`src/rtl/ahb_mst_pkg.sv`:
```
// Shared types and constants for the pipelined AHB-Lite master.
// Optional ERROR-response handling is enabled with AHB_MST_ERR_RESP_EN.
package ahb_mst_pkg;

   typedef enum logic [1:0] {
      IDLE   = 2'b00,
      BUSY   = 2'b01,
      NONSEQ = 2'b10,
      SEQ    = 2'b11
   } htrans_t;

   localparam logic [2:0] HSIZE_BYTE  = 3'd0;
   localparam logic [2:0] HSIZE_HALF  = 3'd1;
   localparam logic [2:0] HSIZE_WORD  = 3'd2;
   localparam logic [2:0] HSIZE_DWORD = 3'd3;

   localparam logic [2:0] HBURST_SINGLE = 3'b000;

   // Command slots sized for the widest supported bus; tops narrow on use
   localparam int CMD_ADDR_W = 64;
   localparam int CMD_DATA_W = 64;

   typedef struct packed {
      logic [CMD_ADDR_W-1:0] addr;
      logic                  write;
      logic [2:0]            size;
      logic [CMD_DATA_W-1:0] wdata;
   } ahb_cmd_t;

   function automatic logic [2:0] clamp_size(
      input logic [2:0] size,
      input logic [2:0] max_size
   );
      return (size > max_size) ? max_size : size;
   endfunction

   function automatic logic [CMD_ADDR_W-1:0] align_addr(
      input logic [CMD_ADDR_W-1:0] addr,
      input logic [2:0]            size
   );
      return addr & ~((CMD_ADDR_W'(1) << size) - CMD_ADDR_W'(1));
   endfunction

endpackage

```
`src/rtl/ahb_mst_cmd_fifo.sv`:
```
// Synchronous command FIFO for the AHB master; DEPTH must be a power of 2.
// Same design under every build option, including AHB_MST_ERR_RESP_EN.
module ahb_mst_cmd_fifo
   import ahb_mst_pkg::*;
#(
   parameter int DEPTH = 4
) (
   input  logic                     i_clk_ahb,
   input  logic                     i_rstn_ahb,
   input  logic                     i_push,
   input  ahb_cmd_t                 i_cmd,
   input  logic                     i_pop,
   output ahb_cmd_t                 o_head,
   output logic                     o_full,
   output logic                     o_empty,
   output logic [$clog2(DEPTH):0]   o_count
);

   localparam int PW = $clog2(DEPTH);
   localparam int CW = PW + 1;

   ahb_cmd_t         mem_q [DEPTH];
   logic [PW-1:0]    wr_ptr_q, wr_ptr_d;
   logic [PW-1:0]    rd_ptr_q, rd_ptr_d;
   logic [CW-1:0]    cnt_q, cnt_d;

   always_comb begin
      wr_ptr_d = wr_ptr_q + PW'(i_push);
      rd_ptr_d = rd_ptr_q + PW'(i_pop);
      cnt_d    = cnt_q + CW'(i_push) - CW'(i_pop);
   end

   always_ff @(posedge i_clk_ahb or negedge i_rstn_ahb) begin
      if (!i_rstn_ahb) begin
         wr_ptr_q <= '0;
         rd_ptr_q <= '0;
         cnt_q    <= '0;
      end else begin
         wr_ptr_q <= wr_ptr_d;
         rd_ptr_q <= rd_ptr_d;
         cnt_q    <= cnt_d;
      end
   end

   always_ff @(posedge i_clk_ahb) begin
      if (i_push) begin
         mem_q[wr_ptr_q] <= i_cmd;
      end
   end

   assign o_head  = mem_q[rd_ptr_q];
   assign o_full  = (cnt_q == CW'(DEPTH));
   assign o_empty = (cnt_q == '0);
   assign o_count = cnt_q;

endmodule

```
`src/rtl/ahb_master_pipe.sv`:
```
// Pipelined AHB-Lite master: command FIFO feeding registered A and D stages.
// Define AHB_MST_ERR_RESP_EN to honour two-cycle ERROR responses on HRESP.
module ahb_master_pipe
   import ahb_mst_pkg::*;
#(
   parameter int ADDR_W     = 32,
   parameter int DATA_W     = 32,
   parameter int FIFO_DEPTH = 4
) (
   input  logic              i_clk_ahb,
   input  logic              i_rstn_ahb,
   input  logic              i_valid,
   output logic              o_ready,
   input  logic [ADDR_W-1:0] i_addr,
   input  logic              i_rd0_wr1,
   input  logic [2:0]        i_size,
   input  logic [DATA_W-1:0] i_wr_data,
   output logic              o_rsp_valid,
   output logic              o_rsp_write,
   output logic              o_rsp_err,
   output logic [DATA_W-1:0] o_rd_data,
   output logic [ADDR_W-1:0] HADDR,
   output logic              HWRITE,
   output logic [2:0]        HSIZE,
   output logic [2:0]        HBURST,
   output logic [1:0]        HTRANS,
   output logic              HMASTLOCK,
   output logic [DATA_W-1:0] HWDATA,
   input  logic              HREADY,
   input  logic              HRESP,
   input  logic [DATA_W-1:0] HRDATA
);

   localparam logic [2:0] MAX_SZ = 3'($clog2(DATA_W / 8));

   ahb_cmd_t                    push_cmd;
   ahb_cmd_t                    fifo_head;
   logic                        fifo_full;
   logic                        fifo_empty;
   logic [$clog2(FIFO_DEPTH):0] fifo_cnt;
   logic                        push;
   logic                        pop;
   logic                        adv;
   logic                        done;
   logic                        err_hit;
   logic                        err_first;
   logic [2:0]                  push_sz;

   htrans_t           htrans_q, htrans_d;
   logic              a_pend_q, a_pend_d;
   logic [ADDR_W-1:0] a_addr_q, a_addr_d;
   logic              a_write_q, a_write_d;
   logic [2:0]        a_size_q, a_size_d;
   logic [DATA_W-1:0] a_wdata_q, a_wdata_d;
   logic              d_valid_q, d_valid_d;
   logic              d_write_q, d_write_d;
   logic [DATA_W-1:0] hwdata_q, hwdata_d;
   logic              rsp_valid_q, rsp_valid_d;
   logic              rsp_write_q, rsp_write_d;
   logic              rsp_err_q, rsp_err_d;
   logic [DATA_W-1:0] rd_data_q, rd_data_d;

   assign push = i_valid && !fifo_full;

   always_comb begin
      push_sz        = clamp_size(i_size, MAX_SZ);
      push_cmd       = '0;
      push_cmd.addr  = align_addr(CMD_ADDR_W'(i_addr), push_sz);
      push_cmd.write = i_rd0_wr1;
      push_cmd.size  = push_sz;
      push_cmd.wdata = CMD_DATA_W'(i_wr_data);
   end

   ahb_mst_cmd_fifo #(
      .DEPTH (FIFO_DEPTH)
   ) u_fifo (
      .i_clk_ahb  (i_clk_ahb),
      .i_rstn_ahb (i_rstn_ahb),
      .i_push     (push),
      .i_cmd      (push_cmd),
      .i_pop      (pop),
      .o_head     (fifo_head),
      .o_full     (fifo_full),
      .o_empty    (fifo_empty),
      .o_count    (fifo_cnt)
   );

`ifdef AHB_MST_ERR_RESP_EN
   assign err_hit   = HRESP;
   assign err_first = d_valid_q && HRESP && !HREADY;
   logic unused_ok;
   assign unused_ok = ^{fifo_head, fifo_cnt};
`else
   assign err_hit   = 1'b0;
   assign err_first = 1'b0;
   logic unused_ok;
   assign unused_ok = ^{fifo_head, fifo_cnt, HRESP};
`endif

   assign adv  = HREADY || !d_valid_q;
   assign done = d_valid_q && HREADY;

   always_comb begin
      htrans_d  = htrans_q;
      a_pend_d  = a_pend_q;
      a_addr_d  = a_addr_q;
      a_write_d = a_write_q;
      a_size_d  = a_size_q;
      a_wdata_d = a_wdata_q;
      d_valid_d = d_valid_q;
      d_write_d = d_write_q;
      hwdata_d  = hwdata_q;
      pop       = 1'b0;
      if (adv) begin
         d_valid_d = (htrans_q == NONSEQ);
         d_write_d = (htrans_q == NONSEQ) && a_write_q;
         if (htrans_q == NONSEQ) begin
            hwdata_d = a_wdata_q;
         end
         // A command parked by an ERROR is re-driven before the FIFO moves
         if (a_pend_q && htrans_q == IDLE) begin
            htrans_d = NONSEQ;
         end else if (!fifo_empty) begin
            pop       = 1'b1;
            a_pend_d  = 1'b1;
            htrans_d  = NONSEQ;
            a_addr_d  = fifo_head.addr[ADDR_W-1:0];
            a_write_d = fifo_head.write;
            a_size_d  = fifo_head.size;
            a_wdata_d = fifo_head.wdata[DATA_W-1:0];
         end else begin
            a_pend_d = 1'b0;
            htrans_d = IDLE;
         end
      end else if (err_first) begin
         htrans_d = IDLE;
      end
   end

   always_comb begin
      rsp_valid_d = done;
      rsp_write_d = done && d_write_q;
      rsp_err_d   = done && err_hit;
      rd_data_d   = '0;
      if (done && !d_write_q && !err_hit) begin
         rd_data_d = HRDATA;
      end
   end

   always_ff @(posedge i_clk_ahb or negedge i_rstn_ahb) begin
      if (!i_rstn_ahb) begin
         htrans_q    <= IDLE;
         a_pend_q    <= 1'b0;
         a_addr_q    <= '0;
         a_write_q   <= 1'b0;
         a_size_q    <= HSIZE_WORD;
         a_wdata_q   <= '0;
         d_valid_q   <= 1'b0;
         d_write_q   <= 1'b0;
         hwdata_q    <= '0;
         rsp_valid_q <= 1'b0;
         rsp_write_q <= 1'b0;
         rsp_err_q   <= 1'b0;
         rd_data_q   <= '0;
      end else begin
         htrans_q    <= htrans_d;
         a_pend_q    <= a_pend_d;
         a_addr_q    <= a_addr_d;
         a_write_q   <= a_write_d;
         a_size_q    <= a_size_d;
         a_wdata_q   <= a_wdata_d;
         d_valid_q   <= d_valid_d;
         d_write_q   <= d_write_d;
         hwdata_q    <= hwdata_d;
         rsp_valid_q <= rsp_valid_d;
         rsp_write_q <= rsp_write_d;
         rsp_err_q   <= rsp_err_d;
         rd_data_q   <= rd_data_d;
      end
   end

   assign o_ready     = !fifo_full;
   assign o_rsp_valid = rsp_valid_q;
   assign o_rsp_write = rsp_write_q;
   assign o_rsp_err   = rsp_err_q;
   assign o_rd_data   = rd_data_q;
   assign HADDR       = a_addr_q;
   assign HWRITE      = a_write_q;
   assign HSIZE       = a_size_q;
   assign HBURST      = HBURST_SINGLE;
   assign HTRANS      = htrans_q;
   assign HMASTLOCK   = 1'b0;
   assign HWDATA      = hwdata_q;

endmodule

```
`config.mk`:
```
export PLATFORM = sky130hd
export DESIGN_NAME = ahb_master_pipe
export DESIGN_NICKNAME = d
export VERILOG_FILES = /design/src/rtl/ahb_mst_pkg.sv /design/src/rtl/ahb_mst_cmd_fifo.sv /design/src/rtl/ahb_master_pipe.sv
export SDC_FILE = /design/constraint.sdc
export NUM_CORES = 1
export LEC_CHECK = 0
export ABC_AREA = 1
export BUFFER_PORTS_ARGS = -buffer_cell sky130_fd_sc_hd__buf_2
export CAP_MARGIN = 20
export CORE_MARGIN = 3
export CORE_UTILIZATION = 50
export CTS_BUF_LIST = sky130_fd_sc_hd__clkbuf_16
export DETAILED_ROUTE_END_ITERATION = 10
export PLACE_DENSITY = 0.76
export SYNTH_ARGS = -nofsm -noshare
export SYNTH_HDL_FRONTEND = slang
export SYNTH_SLANG_ARGS = --single-unit
```
`constraint.sdc`:
```
create_clock -name i_clk_ahb -period 12.4 [get_ports i_clk_ahb]
set_clock_uncertainty 0.05 [all_clocks]
set_input_delay 1.24 -clock i_clk_ahb [delete_from_list [all_inputs] [get_ports i_clk_ahb]]
set_output_delay 1.24 -clock i_clk_ahb [all_outputs]
set_load 0.005 [all_outputs]
```
Yosys cells after proc, flatten, opt, wreduce, memory -nomap -nowiden
Memory sizes are Yosys's and may differ from the RTL's. A register that Yosys moved wholly into a read port is not among the register bits.
Cells that the tools add are included.
{ "op_classes": {"add_sub_neg": 5, "multipliers": 0, "div_mod_pow": 0, "n_lt_le_gt_ge": 1, "n_eq_ne": 2, "n_shift": 1, "n_mux": 9, "bitwise": 4, "reduce_logical": 16} }
{ "op_table": {"columns": ["operator", "count"], "rows": [
  ["32-bit by 64-bit bitwise AND with 64-bit output", 1],
  ["64-bit NOT", 1],
  ["1-bit by 3-bit << shifter with 64-bit output, first input constant", 1],
  ["64-bit by 1-bit subtractor with 64-bit output, second input constant", 1],
  ["32-bit two-way mux", 1],
  ["1-bit logical AND", 6],
  ["1-bit two-way mux", 5],
  ["2-bit by 1-bit adder with 2-bit output", 2],
  ["1-bit zero test", 4],
  ["2-bit two-way mux", 2],
  ["2-bit AND reduction", 2],
  ["3-bit by 1-bit adder with 3-bit output", 1],
  ["3-bit == test, second input constant", 1],
  ["3-bit by 2-bit greater-than comparator with 1-bit output, second input constant", 1],
  ["3-bit zero test", 1],
  ["3-bit two-way mux", 1],
  ["3-bit AND reduction", 1],
  ["3-bit by 1-bit subtractor with 3-bit output", 1],
  ["2-bit == test, second input constant", 1],
  ["2-bit zero test", 1],
  ["1-bit NOT", 2],
  ["1-bit logical OR", 1]
]} }
{ "totals": {"regBits": 78, "latch_bits": 0, "mem_bits_rw": 400, "romBits": 0, "in_bits": 105, "out_inout_bits": 110, "wordCells": 50, "n_memories": 1} }
{ "mem_list": {"columns": ["memory", "words", "word_bits", "read_ports", "rd_ports_with_merged_regs", "write_ports", "line_no", "rtl"], "rows": [
  ["u_fifo.mem_q", 4, 100, 1, 1, 1, "ahb_mst_cmd_fifo.sv:22", "ahb_cmd_t mem_q [DEPTH];"]
]} }

Longest topological paths before layout
Gate-level depths: netlist (run 1).
{ "logic_depth": {"depth_word": 6, "ltp_mapped": 11, "ltp_nobuf": 10} }

By module
A second synthesis (run 1) with hierarchy kept.
{ "unflattened": {"hier_cells": 2721, "hier_area_um2": 27988.1} }
{ "modules_own_cells": {"columns": ["mod", "n_inst", "cells_each", "area_each_um2", "seq_area_each_um2"], "rows": [
  ["ahb_mst_cmd_fifo", 1, 2104, 22449.0, 16030.4],
  ["ahb_master_pipe", 1, 617, 5539.1, 3454.6]
]} }

Least setup slack after synthesis (run 1)
OpenSTA, ideal clock, no wires.
{ "synth_timing": {"path_kind": "input-to-reg", "from": "in i_valid", "to": "mem u_fifo.mem_q[0][0] (netlist bit) (enable)", "setup_ns": 0.578, "arrival_time_ns": 5.962, "required_time_ns": 11.772, "path_slack_ns": 5.810, "stages": 2, "path_buffers": 0, "cell_sequence": "nand2_1 nor3_1"} }
{ "synth_via": {"elab_chain_cells": 3} }
{ "synth_lines": {"columns": ["element", "line_no", "rtl"], "rows": [
  ["from (decl)", "ahb_master_pipe.sv:12", "input logic i_valid,"],
  ["1-bit logical AND", "ahb_master_pipe.sv:63", "assign push = i_valid && !fifo_full;"],
  ["1-bit two-way mux", "ahb_mst_cmd_fifo.sv:46", "if (i_push) begin"],
  ["1-bit two-way mux (implied by the code)", "ahb_mst_cmd_fifo.sv:47", "mem_q[wr_ptr_q] <= i_cmd;"],
  ["to (decl)", "ahb_mst_cmd_fifo.sv:22", null]
]} }
No other way between the ends.

==> results of run 1 <==
## synth_stat cells (all sizes together)
cell	number	area, µm²
or2	1	6.26
buf	52	302
xor2	3	26.3
a21oi	1	5.00
conb	2	7.51
inv	325	1220
nor2	42	173
dfstp	1	26.3
nor3	5	30.0
fa	1	20.0
clkbuf	47	176
ha	5	62.6
nand3	138	696
dfrtp	144	3600
edfxtp	272	8170
o21ai	1	5.00
nand3b	1	11.3
xnor2	1	8.76
nand2	652	2450
## cell families after synthesis
kind of cell             Yosys count
AND/OR/NAND/NOR                  839
other                              2
buffers and inverters            424
adder cells (fa/ha/maj)            6
AO/OA/AOI/OAI                      2
flip-flops                       417
XOR/XNOR                           4
## placed cells by master (no fill, tap or decap), types with 2 or more instances in the layout
cell          n
dfrtp_1     142
inv_2         6
edfxtp_1    272
nand3_1     137
nor2_4        2
ha_1          5
clkinvlp_4    2
clkinv_2      8
buf_4        14
buf_2       206
nand2_1     650
nor3_2        5
inv_1       326
dfrtp_4       2
bufinv_16     4
xor2_1        3
diode_2       2
nand2_2       2
conb_1       12
nor2_1       40
clkbuf_16    45
clkinv_1     11
clkinv_4      2
## per-stage QoR
step	utilization	instance area (µm²)	worst slack, ns	std cells
detailed placement	0.554	18300	9.14	2268
finish	0.597	19700	9.54	2351
floorplan	-	17000	5.81	1704
global route	0.597	19700	9.29	2350
global placement	0.554	18300	9.20	2268
CTS	0.596	19700	9.49	2348
## report_power, final
group	leakage, nW	internal, mW	switching [mW]
sequential	4.30	1.89	0.175
combinational	4.96	0.437	0.909
clock	0.711	0.740	0.502
## worst paths after layout
| check | endpoint | slack [ns] | cells past startpoint |
|---|---|---|---|
| setup reg to reg | HADDR[14]$_DFFE_PN0P_ | 9.54 | 7 |
| hold reg to reg | HWDATA[28]$_DFFE_PN0P_ | 0.41 | 2 |
| hold / removal | HWDATA[28]$_DFFE_PN0P_ | 0.41 | 2 |
| max in group asynchronous | HSIZE[1]$_DFFE_PN1P_ | 10.40 | 3 |
| min in group asynchronous | HWDATA[13]$_DFFE_PN0P_ | 0.64 | 1 |
| setup / recovery | HADDR[14]$_DFFE_PN0P_ | 9.54 | 7 |
## registers in the layout, indices dropped and copies added (netlist names)
| name | cells |
|---|---|
| o_rsp_valid | 1 |
| u_fifo.wr_ptr_q | 2 |
| u_fifo.mem_q | 272 |
| u_fifo.o_count | 3 |
| o_rsp_write | 1 |
| HSIZE | 3 |
| HADDR | 32 |
| HTRANS | 1 |
| a_wdata_q | 32 |
| u_fifo.rd_ptr_q | 2 |
| o_rd_data | 32 |
| HWDATA | 32 |
| HWRITE | 1 |
| d_write_q | 1 |
| a_pend_q | 1 |
| d_valid_q | 1 |
## worst max-delay path: stages (launching register included)
cell and delay (ns):
dfrtp_4 0.77, inv_4 0.58, buf_4 0.75, nand2_1 0.13, nand3_1 0.11, nand2_1 0.06
nand2_1 0.09, nand2_1 0.07
## metal layers
metal  wire, µm  global-route usage
met3       2380              0.0401
met5         46                   0
met1      14600               0.239
met4        772              0.0596
met2      17300               0.347
## final cells by class
type                       count  area [µm²]  area share
antenna                        2        5.00    0.000254
clock buffer                  45        1130      0.0571
clock inverter                35         264      0.0134
inverter                     325        1220      0.0620
multi-input combinational    863        3570       0.181
sequential                   417       11800       0.599
tap                          442         553      0.0280
timing repair buffer         222        1170      0.0596
==> flow_summary_export.csv, run 1 <==
group,metric,value,unit
run_status,status,"finished clean",
power,p_total,4.65,mW
sta,setup_violations,0,
sta,relSlewSlack,0.336,
setup_path,reg2reg_from,"u_fifo.rd_ptr_q[0]$_DFF_PN0_",
setup_path,end_kind,"flop",
logic_synthesis,netlist_area,0.0170,mm²
cts,cts_resized,0,
power,powerDensity,236,mW/mm²
logic_synthesis,synth_xor_xnor_area_share,0.00206,
floorplan,die_w,190,µm
placement,gp_congestion,0.709,
global_route,antenna_found_initial,6,
sta,fin_worst_hold_slack,0.414,ns
logic_synthesis,ys_ff_latch,417,
setup_path,cp-start-kind,"flop",
placement,dpl.hpwl,20.0,mm
route,wl_per_cell,14.9,µm
final_layout,fillCellCount,2673,
sta,min_period,2.86,ns
floorplan,start_util,0.515,
sta,final.setup.tns,0,ns
global_route,grt_first_pass_wirelength,55.7,mm
logic_synthesis,synthAdderAreaFrac,0.00486,
logic_synthesis,avgSynthCellArea,10.0,µm²
setup_path,arrival,3.23,ns
setup_path,crit_required,12.77,ns
floorplan,core,0.0330,mm²
final_layout,drive_gt1_frac,0.160,
logic_synthesis,synth_cell_types,27,
global_route,grt_max_degree,87,
global_route,grt_overflow_total,0,
route,num_vias,11000,
power,leakage,9.97,nW
final_layout,nets,1984,
cts,root_buffer,"clkbuf_16",
setup_path,critPathKind,"reg2reg",
route,vias_per_cell,4.68,
cts,cts_hold_repair.buffers,0,
route,antenna_left,0,
logic_synthesis,synth_compound_area_frac,0.000589,
final_layout,syn_to_final_growth,16.0,%
cts,cts_buffers,44,
floorplan,fp.dieH,190,µm
logic_synthesis,synth.area.mux_share,0,
hold_path,min_from,"HWDATA[28]$_DFFE_PN0P_",
route,first_iter_violations,594,
cts,clock_latency,0.53,ns
setup_path,startpoint,"u_fifo.rd_ptr_q[0]$_DFF_PN0_",
run,drv_cap,0,
logic_synthesis,yosys.area_share.simple,0.198,
setup_path,path_max_fanout,78,
placement,io_buffers,207,
hold_path,hp-class,"reg2reg",
logic_synthesis,synth-seq-area-share,0.694,
route,route.detailed.drc,0,
sta,worst-slew-pin-transition,0.995,ns
cts,cts_tree,"done",
sta,rsz0062_at_grt,"no",
route,drt-total-wl,35.0,mm
sta,drv_slew,0,
floorplan,dieArea,0.0362,mm²
logic_synthesis,syn_inst,1694,
logic_synthesis,yosysWarningCount,0,
cts,post-cts-setup-buffers,0,
power,peakVddDrop,135,µV
global_route,grt.total_usage,0.194,
logic_synthesis,synth_top_family_by_area,"simple AND/OR/NAND/NOR gates",
floorplan,placementRows,66,
route,drt_first_pass_iters,5,
sta,fmax,349,MHz
sta,final-hold-violation-count,0,
floorplan,io_pins,215,
cts,cts.sinks,417,
global_route,grt_pass1_vias,11100,
cts,cts-htree-levels,2,
sta,period_share,0.231,
cts,clkTransAtPathRegs,0.06,ns
cts,clockBufferDepth,3,
(Power assumes the default switching activity.)
==> inputs of run 2 (changes only) <==
==> constraint.sdc (replaced) <==
create_clock -name i_clk_ahb -period 2.8 [get_ports i_clk_ahb]
set_clock_uncertainty 0.05 [all_clocks]
set_input_delay 0.28 -clock i_clk_ahb [delete_from_list [all_inputs] [get_ports i_clk_ahb]]
set_output_delay 0.28 -clock i_clk_ahb [all_outputs]
set_load 0.005 [all_outputs]
==> run 2 against run 1 <==
  * Sequential share of layout area fell by 2.8 points
  * Sequential cell count stayed put
  * Sequential power grew to 4.4 times the previous value
  * Worst hold slack got worse by 0.37 ns
  * Maximum frequency is 34% higher
  * Worst setup slack got worse by 8.9 ns
  * Final area up 4.9%
==> flow_summary_export.csv, run 2 (synthesis gave the netlist of run 1 again) <==
group,metric,value,unit
route,drt_first_pass_iters,5,
global_route,antenna_found_initial,1,
sta,period_share,0.765,
global_route,grt_first_pass_wirelength,58.3,mm
floorplan,io_pins,215,
setup_path,end_kind,"flop",
setup_path,crit_required,3.19,ns
floorplan,core,0.0330,mm²
sta,final.setup.tns,0,ns
sta,worst-slew-pin-transition,1.02,ns
cts,clkTransAtPathRegs,0.06,ns
floorplan,die_w,190,µm
cts,cts_resized,0,
final_layout,design_area,0.0207,mm²
hold_path,hp-class,"in2reg",
cts,cts.sinks,417,
sta,setup_violations,0,
final_layout,nets,2079,
final_layout,final_common_cell,"nand2_1",
final_layout,most-common-layout-cells,"nand2_1 (649), inv_1 (330), edfxtp_1 (272), buf_2 (206), dfrtp_1 (142)",
placement,dpl.hpwl,21.0,mm
floorplan,fp.dieH,190,µm
cts,root_buffer,"clkbuf_16",
final_layout,fillCellCount,2553,
sta,relSlewSlack,0.322,
setup_path,rr_worst_depth,10,
cts,post-cts-setup-buffers,0,
route,num_vias,11600,
global_route,grt_max_degree,138,
sta,fmax,467,MHz
floorplan,dieArea,0.0362,mm²
placement,io_buffers,207,
power,p_total,20.6,mW
setup_path,r2r_end,"u_fifo.o_count[2]$_DFF_PN0_",
final_layout,largest_reg_flops,272,
final_layout,n_antenna_cell,0,
hold_path,min_from,"HREADY",
route,vias_per_cell,4.74,
setup_path,path_max_fanout,4,
final_layout,register_area,0.0118,mm²
route,first_iter_violations,608,
cts,cts_buffers,43,
route,antenna_left,0,
sta,rsz0062_at_grt,"no",
power,peakVddDrop,721,µV
global_route,grt_overflow_total,0,
sta,final-hold-violation-count,0,
power,powerDensity,997,mW/mm²
final_layout,regMostFlops,"u_fifo.mem_q",
route,route.detailed.drc,0,
setup_path,arrival,2.53,ns
cts,clock_latency,0.52,ns
floorplan,start_util,0.515,
sta,drv_slew,0,
route,wl_per_cell,14.9,µm
setup_path,cp-start-kind,"flop",
cts,cts-htree-levels,2,
final_layout,syn_to_final_growth,21.7,%
final_layout,drive_gt1_frac,0.154,
run,drv_cap,0,
setup_path,reg2reg_from,"HTRANS[1]$_DFFE_PN0N_",
global_route,grt.total_usage,0.201,
hold_path,hold_end,"o_rsp_valid$_DFF_PN0_",
final_layout,multi_input_area,0.00361,mm²
cts,clockBufferDepth,3,
sta,min_period,2.14,ns
placement,gp_congestion,0.733,
route,drt-total-wl,36.3,mm
placement,place_area,0.0184,mm²
power,leakage,10.4,nW
setup_path,critPathKind,"reg2reg",
cts,cts_tree,"done",
hold_path,whs_path_depth,3,
setup_path,r2r_setup_slack,0.66,ns
final_layout,fin_util,0.626,
sta,fin_worst_hold_slack,0.0478,ns
floorplan,placementRows,66,
global_route,grt_pass1_vias,11700,
run_status,status,"finished clean",
-- run 2: cell types whose count changed in the layout (fill, tap and decap cells not counted), sizes merged --
| cell | delta |
|---|---|
| buf | +4 |
| bufinv | -2 |
| clkinv | -3 |
| clkinvlp | -2 |
| diode | -2 |
| dlygate4sd3 | +92 |
| inv | +5 |
-- run 2: worst max path at each step --
| stage | from | to | slack, ns | cells past startpoint |
|---|---|---|---|---|
| after floorplan | u_fifo.o_count[1]$_DFF_PN0_ | u_fifo.mem_q[0][0]$_DFFE_PP_ | 0.0003 | 4 |
| after global placement | HTRANS[1]$_DFFE_PN0N_ | u_fifo.o_count[2]$_DFF_PN0_ | 0.70 | 10 |
| final | HTRANS[1]$_DFFE_PN0N_ | u_fifo.o_count[2]$_DFF_PN0_ | 0.66 | 10 |
| after CTS | HTRANS[1]$_DFFE_PN0N_ | u_fifo.o_count[2]$_DFF_PN0_ | 0.65 | 10 |
| after global routing | HTRANS[1]$_DFFE_PN0N_ | u_fifo.o_count[2]$_DFF_PN0_ | 0.52 | 10 |
| after detailed placement | HTRANS[1]$_DFFE_PN0N_ | u_fifo.o_count[2]$_DFF_PN0_ | 0.68 | 10 |
-- run 2: critical path, cell delays in order (launching register included) --
cell and delay, ns:
dfrtp_1 0.39, inv_2 0.10, nand2_1 0.12, nand2_2 0.13, nor2_4 0.05, ha_1 0.27, inv_1 0.04, ha_1 0.20
fa_1 0.37, xnor2_1 0.18, xor2_1 0.16
-- run 2: metrics by stage --
step,setup slack (ns),cells
after floorplan,0.000268,1704
after global placement,0.700,2273
after detailed placement,0.678,2273
after CTS,0.652,2443
after global routing,0.519,2443
final,0.659,2443
-- run 2: layer usage --
layer | up-vias | GRT usage | wire length (µm)
met5 | - | 0 | 20
met4 | 2 | 0.0542 | 747
met3 | 66 | 0.0353 | 2340
met2 | 347 | 0.364 | 18300
met1 | 5472 | 0.249 | 14900
li1 | 5686 | - | -
-- run 2: cell type report --
class                   count  share of cell area
flip-flops and latches    417               0.571
inverters                 325              0.0592
clock inverters            33             0.00913
well taps                 442              0.0267
multi-input cells         863               0.174
repair buffers            318               0.105
clock buffers              45              0.0544
-- run 2: repair_timing --
item                                    4_1_cts  5_1_grt
hold endpoints to repair                    338        0
hold buffers                                 92        0
endpoints found under the setup margin        0        0
-- run 2: report_power, final --
part           internal (mW)  leakage, nW  switching (mW)
combinational           2.13         5.39            4.16
sequential              8.37         4.30           0.745
clock                   3.07        0.705            2.16
total                   13.6         10.4            7.06
